$ cat src/rtl/hazard_stall_ctrl_pkg.sv
// Shared types and constants for the hazard/stall controller and its mul/div countdown.
package hazard_stall_ctrl_pkg;

  localparam int unsigned MD_CYCLES_DEF = 32;
  localparam int unsigned REG_W         = 5;
  localparam int unsigned MD_CNT_W      = 6;
  localparam int unsigned STALL_CNT_W   = 16;

  typedef enum logic [1:0] {
    IDLE    = 2'd0,
    MD_BUSY = 2'd1,
    MD_DONE = 2'd2
  } md_state_e;

  // Destination rw feeds the ID instruction; r0 is never a real producer.
  function automatic logic reg_hit(input logic [REG_W-1:0] rw,
                                   input logic [REG_W-1:0] rs,
                                   input logic [REG_W-1:0] rt,
                                   input logic             use_rt);
    return (rw != '0) && ((rw == rs) || (use_rt && (rw == rt)));
  endfunction

endpackage

$ cat src/rtl/hazard_stall_ctrl_md_cycle_counter.sv
// Mul/div latency countdown: loadable down-counter with a registered zero flag.
module md_cycle_counter
  import hazard_stall_ctrl_pkg::*;
#(
  parameter int unsigned W = MD_CNT_W
) (
  input  logic         clk,
  input  logic         rst_n,
  input  logic         load_i,
  input  logic [W-1:0] load_val_i,
  input  logic         dec_i,
  output logic         zero_o
);

  logic [W-1:0] cnt_q, cnt_d;
  logic         zero_q, zero_d;

  always_comb begin
    cnt_d = cnt_q;
    if (load_i) begin
      cnt_d = load_val_i;
    end else if (dec_i && (cnt_q != '0)) begin
      cnt_d = cnt_q - W'(1);
    end
    zero_d = (cnt_d == '0);
  end

  always_ff @(posedge clk or negedge rst_n) begin
    if (!rst_n) begin
      cnt_q  <= '0;
      zero_q <= 1'b1;
    end else begin
      cnt_q  <= cnt_d;
      zero_q <= zero_d;
    end
  end

  assign zero_o = zero_q;

endmodule

$ cat src/rtl/hazard_stall_ctrl.sv
// Pipeline hazard detection and stall/flush control with a mul/div occupancy FSM.
module hazard_stall_ctrl
  import hazard_stall_ctrl_pkg::*;
#(
  parameter int unsigned MD_CYCLES = MD_CYCLES_DEF
) (
  input  logic                   clk,
  input  logic                   rst_n,
  input  logic [REG_W-1:0]       rs_reg,
  input  logic [REG_W-1:0]       rt_reg,
  input  logic                   UseRt_ID,
  input  logic                   Branch_ID,
  input  logic                   BranchTaken_ID,
  input  logic                   MulDiv_ID,
  input  logic                   MfHiLo_ID,
  input  logic [REG_W-1:0]       rw_IDEx,
  input  logic [REG_W-1:0]       rw_ExMem,
  input  logic                   RegWr_IDEx,
  input  logic                   MemRead_IDEx,
  input  logic                   MemRead_ExMem,
  output logic                   PCWr,
  output logic                   IFIDWr,
  output logic                   IDExFlush,
  output logic                   IFIDFlush,
  output logic                   MDBusy,
  output logic                   MdStart,
  output logic [STALL_CNT_W-1:0] StallCount
);

  localparam logic [MD_CNT_W-1:0] MD_LOAD = MD_CNT_W'(MD_CYCLES - 1);

  md_state_e              state_q, state_d;
  logic                   md_start_q, md_start_d;
  logic [STALL_CNT_W-1:0] stall_cnt_q, stall_cnt_d;
  logic                   cnt_load, cnt_dec, md_zero;
  logic                   load_use, br_haz, md_haz, stall;

  // Branches compare in ID, so any in-flight producer of rs/rt blocks them.
  always_comb begin
    load_use = MemRead_IDEx && reg_hit(rw_IDEx, rs_reg, rt_reg, UseRt_ID);
    br_haz   = Branch_ID &&
               ((RegWr_IDEx    && reg_hit(rw_IDEx,  rs_reg, rt_reg, 1'b1)) ||
                (MemRead_ExMem && reg_hit(rw_ExMem, rs_reg, rt_reg, 1'b1)));
    md_haz   = (MulDiv_ID || MfHiLo_ID) && (state_q != IDLE);
    stall    = load_use || br_haz || md_haz;
  end

  // Mul/div occupancy: HI/LO are only safe again once MD_DONE has passed.
  always_comb begin
    state_d    = state_q;
    md_start_d = 1'b0;
    cnt_load   = 1'b0;
    cnt_dec    = 1'b0;
    unique case (state_q)
      IDLE: begin
        if (MulDiv_ID && !stall) begin
          state_d    = MD_BUSY;
          md_start_d = 1'b1;
          cnt_load   = 1'b1;
        end
      end
      MD_BUSY: begin
        if (md_zero) begin
          state_d = MD_DONE;
        end else begin
          cnt_dec = 1'b1;
        end
      end
      MD_DONE: state_d = IDLE;
      default: state_d = IDLE;
    endcase
  end

  always_comb begin
    stall_cnt_d = stall_cnt_q;
    if (stall && (stall_cnt_q != '1)) begin
      stall_cnt_d = stall_cnt_q + STALL_CNT_W'(1);
    end
  end

  always_ff @(posedge clk or negedge rst_n) begin
    if (!rst_n) begin
      state_q     <= IDLE;
      md_start_q  <= 1'b0;
      stall_cnt_q <= '0;
    end else begin
      state_q     <= state_d;
      md_start_q  <= md_start_d;
      stall_cnt_q <= stall_cnt_d;
    end
  end

  md_cycle_counter #(
    .W (MD_CNT_W)
  ) u_md_cycle_counter (
    .clk        (clk),
    .rst_n      (rst_n),
    .load_i     (cnt_load),
    .load_val_i (MD_LOAD),
    .dec_i      (cnt_dec),
    .zero_o     (md_zero)
  );

  // Pipeline controls must act in the same cycle the hazard is seen.
  assign PCWr       = !stall;
  assign IFIDWr     = !stall;
  assign IDExFlush  = stall;
  assign IFIDFlush  = BranchTaken_ID && !stall;
  assign MDBusy     = (state_q != IDLE);
  assign MdStart    = md_start_q;
  assign StallCount = stall_cnt_q;

endmodule

$ cat config.mk
export PLATFORM = sky130hd
export DESIGN_NAME = hazard_stall_ctrl
export DESIGN_NICKNAME = d
export VERILOG_FILES = /design/src/rtl/hazard_stall_ctrl_pkg.sv /design/src/rtl/hazard_stall_ctrl_md_cycle_counter.sv /design/src/rtl/hazard_stall_ctrl.sv
export SDC_FILE = /design/constraint.sdc
export NUM_CORES = 1
export LEC_CHECK = 0
export ABC_AREA = 1
export CAP_MARGIN = 30
export CORE_UTILIZATION = 44
export CTS_BUF_LIST = sky130_fd_sc_hd__clkbuf_16
export CTS_CLUSTER_SIZE = 40
export DETAILED_ROUTE_END_ITERATION = 12
export GPL_ROUTABILITY_DRIVEN = 0
export GPL_TIMING_DRIVEN = 1
export PLACE_DENSITY_LB_ADDON = 0.2
export SLEW_MARGIN = 20
export SYNTH_ARGS = -nofsm -noshare
export SYNTH_HDL_FRONTEND = slang
export SYNTH_SLANG_ARGS = --single-unit
$ cat constraint.sdc
create_clock -name clk -period 2.4 [get_ports clk]
set_clock_uncertainty 0.15 [all_clocks]
set_input_delay 0.72 -clock clk [delete_from_list [all_inputs] [get_ports clk]]
set_output_delay 0.72 -clock clk [all_outputs]
set_load 0.02 [all_outputs]
==> metrics.csv <==
stage,metric,value,unit
layout,nets,385,
logic_synthesis,synth.top_cell.area_share,32.45,%
critical_path,crit_required,1.53,ns
floorplan,die_w,68.20,um
critical_path,crit_path_start_kind,input port,
logic_synthesis,async_flop_share,100.0,%
hold_path,hold_path.class,reg -> reg,
floorplan,core.rowCount,23,
grt,grt_overflow,0,
layout,antenna_cells,0,
pwr,ir_worst_vdd,0.5604,mV
layout,fin_area,2719,sq um
logic_synthesis,synth_common_cells,"nand2_1 (107), inv_1 (47), dfrtp_1 (25), nand3_1 (25), nor2_1 (21)",
routing,drt_iter0_drc,92,
clock_network,clk_pin_slew,0.06,ns
pwr,p_switching,0.9041,mW
grt,grt_pass1_wl,7.748,mm
pwr,p_sw_share,41.31,%
critical_path,cp_data_arrival_time,1.74,ns
logic_synthesis,postSynthAreaPerCell,6.672,sq um
place,numPlacedInstances,396,
routing,via_per_inst,4.818,
pwr,pwr-share-clk,16.9,%
timing,worst_pin_slew,0.4456,ns
critical_path,critPathMaxFanout,4,
clock_network,cts_tree,built,
timing,tns,-0.8163,ns
clock_network,clkLatencyLatePin,0.26,ns
timing,finalCriticalPeriod,2.614,ns
pwr,pwr-share-seq,29.8,%
logic_synthesis,synth_seq_area_share,33.81,%
layout,regArea,651.9,sq um
logic_synthesis,syn_inst,289,
logic_synthesis,syn_nets,322,
timing,max_freq,382.6,MHz
clock_network,cts_buffer_depth,2,
routing,num_vias,1932,
layout,drive_above_1_share,21.65,%
logic_synthesis,yosysTopAreaCell,dfrtp_1,
logic_synthesis,synth_most_common_cell,nand2_1,
critical_path,r2r_cells,8,
logic_synthesis,synth_edf_count,0,
grt,track_usage,22.16,%
routing,routedWlPerCell,11.62,um
critical_path,setup.worst_path.end_class,primary output,
routing,drtAntennaViolNets,0,
routing,drt-total-wl,4.660,mm
floorplan,die_h,68.20,um
grt,antenna_found_initial,0,
grt,grt_pass1_vias,1775,
routing,drc,0,
clock_network,root_buffer,clkbuf_16,
pwr,combPwrFrac,53.2,%
layout,final_cells,401,
place,place_area,2609,sq um
timing,setup_viol,4,
floorplan,ios,52,
logic_synthesis,synth.distinct_cells,26,
floorplan,start_util,46.85,%
timing,rsz0062_at_grt,true,
place,port_buffers,51,
layout,syn2layout_area_growth,41.01,%
critical_path,worstSetupPathType,in -> out,
timing,timing.hold.ws,0.3325,ns
place,hpwl,3.547,mm
logic_synthesis,synth_area,1928,sq um
timing,finalMaxSlewViolations,0,
timing,setup_ws,-0.2140,ns
timing,fin_crit_sh,108.9,%
status,run_status,finished with violations,
logic_synthesis,synth-seq-cells,26,
floorplan,dieArea,4651,sq um
pwr,power_density,805.0,nW/um^2
layout,multiInputGateArea,1115,sq um
timing,relSlewSlack,70.05,%
run,cap_violations,0,
logic_synthesis,synth_area_leaders,"dfrtp_1 (32%), nand2_1 (21%), inv_1 (9.1%), nand3_1 (6.5%), xor2_1 (5.5%)",
routing,firstDrtPassIters,4,
floorplan,core,4115,sq um
layout,nFillCells,380,
status,violations,setup timing,
logic_synthesis,ys.flop_type,dfrtp_1,
timing,hold_viol_final,0,
clock_network,htreeDepth,1,
logic_synthesis,yosysWarnings,0,
pwr,p_int,1.285,mW
hold_path,holdPathStages,2,
clock_network,cts_made_buffers,3,
pwr,leakagePower,1.460,nW
clock_network,cts.sinks,26,
grt,grt_max_degree,27,
pwr,finalPower,2.189,mW
[cells by family (layout without fill, tap and decap cells)]
| kind of cell | after synthesis | after routing | synth area share, % |
|---|---|---|---|
| flip-flops | 26 | 26 | 33.81 |
| XOR/XNOR | 23 | 23 | 10.45 |
| AO/OA/AOI/OAI | 11 | 11 | 2.855 |
| AND/OR/NAND/NOR | 173 | 173 | 39.71 |
| adder cells (fa/ha/maj) | 3 | 3 | 1.947 |
| buffers and inverters | 53 | 115 | 11.23 |
[cells in the final DEF, fill, tap and decap left out, drive strengths merged]
| cell | netlist | final |
|---|---|---|
| xnor2 | 11 | 11 |
| nand3b | 1 | 1 |
| nor3 | 2 | 2 |
| nand4 | 8 | 8 |
| dfstp | 1 | 1 |
| clkbuf | 1 | 3 |
| clkinv | 0 | 1 |
| o21ai | 11 | 11 |
| inv | 47 | 47 |
| clkdlybuf4s50 | 0 | 20 |
| or2 | 1 | 1 |
| xor2 | 12 | 12 |
| nand2 | 110 | 110 |
| dlygate4sd2 | 0 | 7 |
| dfrtp | 25 | 25 |
| nand3 | 26 | 26 |
| ha | 3 | 3 |
| nor4 | 4 | 4 |
| nor2 | 21 | 21 |
| buf | 5 | 37 |
[layout make-up]
cell class              instances  share of cell area [%]
clock buffers                   3                   2.761
flip-flops and latches         26                   23.98
multi-input cells             210                   41.00
repair buffers                 64                   22.32
inverters                      47                   7.501
well taps                      50                   2.301
clock inverters                 1                  0.1381
[what timing repair did]
item | CTS | global route
setup endpoints to repair | 24 | 15
hold endpoints to repair | 0 | 0
resized for setup | 149 | 5
setup buffers | 2 | 0
pin swaps | 24 | 10
hold buffers | 0 | 0
[flip-flops by register name (all words and copies together) (netlist names)]
register,cells
u_md_cycle_counter.cnt_q,6
state_q,2
MdStart,1
u_md_cycle_counter.zero_o,1
StallCount,16
[metal layers]
metal  wire, um  vias to the layer above  global-route usage, %
met1       2112                      859                  29.12
met4         72                        0                  6.510
li1           -                     1016                      -
met5          0                        -                      0
met3        240                        7                  2.500
met2       2235                       50                  37.87
[per-stage QoR]
stage	util (%)	worst slack, ns
finish	66.07	-0.2140
floorplan	-	-0.1288
global route	66.07	-0.3190
global placement	63.39	-1.209
CTS	65.86	-0.2052
detailed placement	63.39	-1.237
[worst paths after layout]
kind | slack, ns | startpoint | end
setup / recovery | -0.21 | rw_IDEx[1] | IFIDFlush
setup reg to reg | 0.43 | StallCount[0]$_DFFE_PN0P_ | StallCount[7]$_DFFE_PN0P_
hold reg to reg | 0.33 | u_md_cycle_counter.zero_o$_DFF_PN1_ | state_q[1]$_DFFE_PN0P_
hold / removal | 0.33 | u_md_cycle_counter.zero_o$_DFF_PN1_ | state_q[1]$_DFFE_PN0P_
min in group asynchronous | 0.68 | rst_n | StallCount[4]$_DFFE_PN0P_
max in group asynchronous | 1.12 | rst_n | u_md_cycle_counter.zero_o$_DFF_PN1_
[critical path, cell delays in order]
cell	delay, ns
buf_8	0.09
inv_8	0.03
nand2_2	0.05
nand2_1	0.04
nor2_1	0.12
nand3_1	0.10
nand2_1	0.10
nand3_1	0.07
nand2_1	0.09
inv_2	0.05
nand2_4	0.12
nor2_4	0.04
buf_6	0.12
[power by group through the flow]
stage                     combinational [mW]  clock, mW  sequential (mW)
after global placement                  1.13          0            0.657
after CTS                               1.18      0.382            0.652
after floorplan                        0.718          0            0.704
after detailed placement                1.14          0            0.658
final                                   1.17      0.370            0.653
after global routing                    1.32      0.406            0.669
Power figures use the tool's default switching activity.
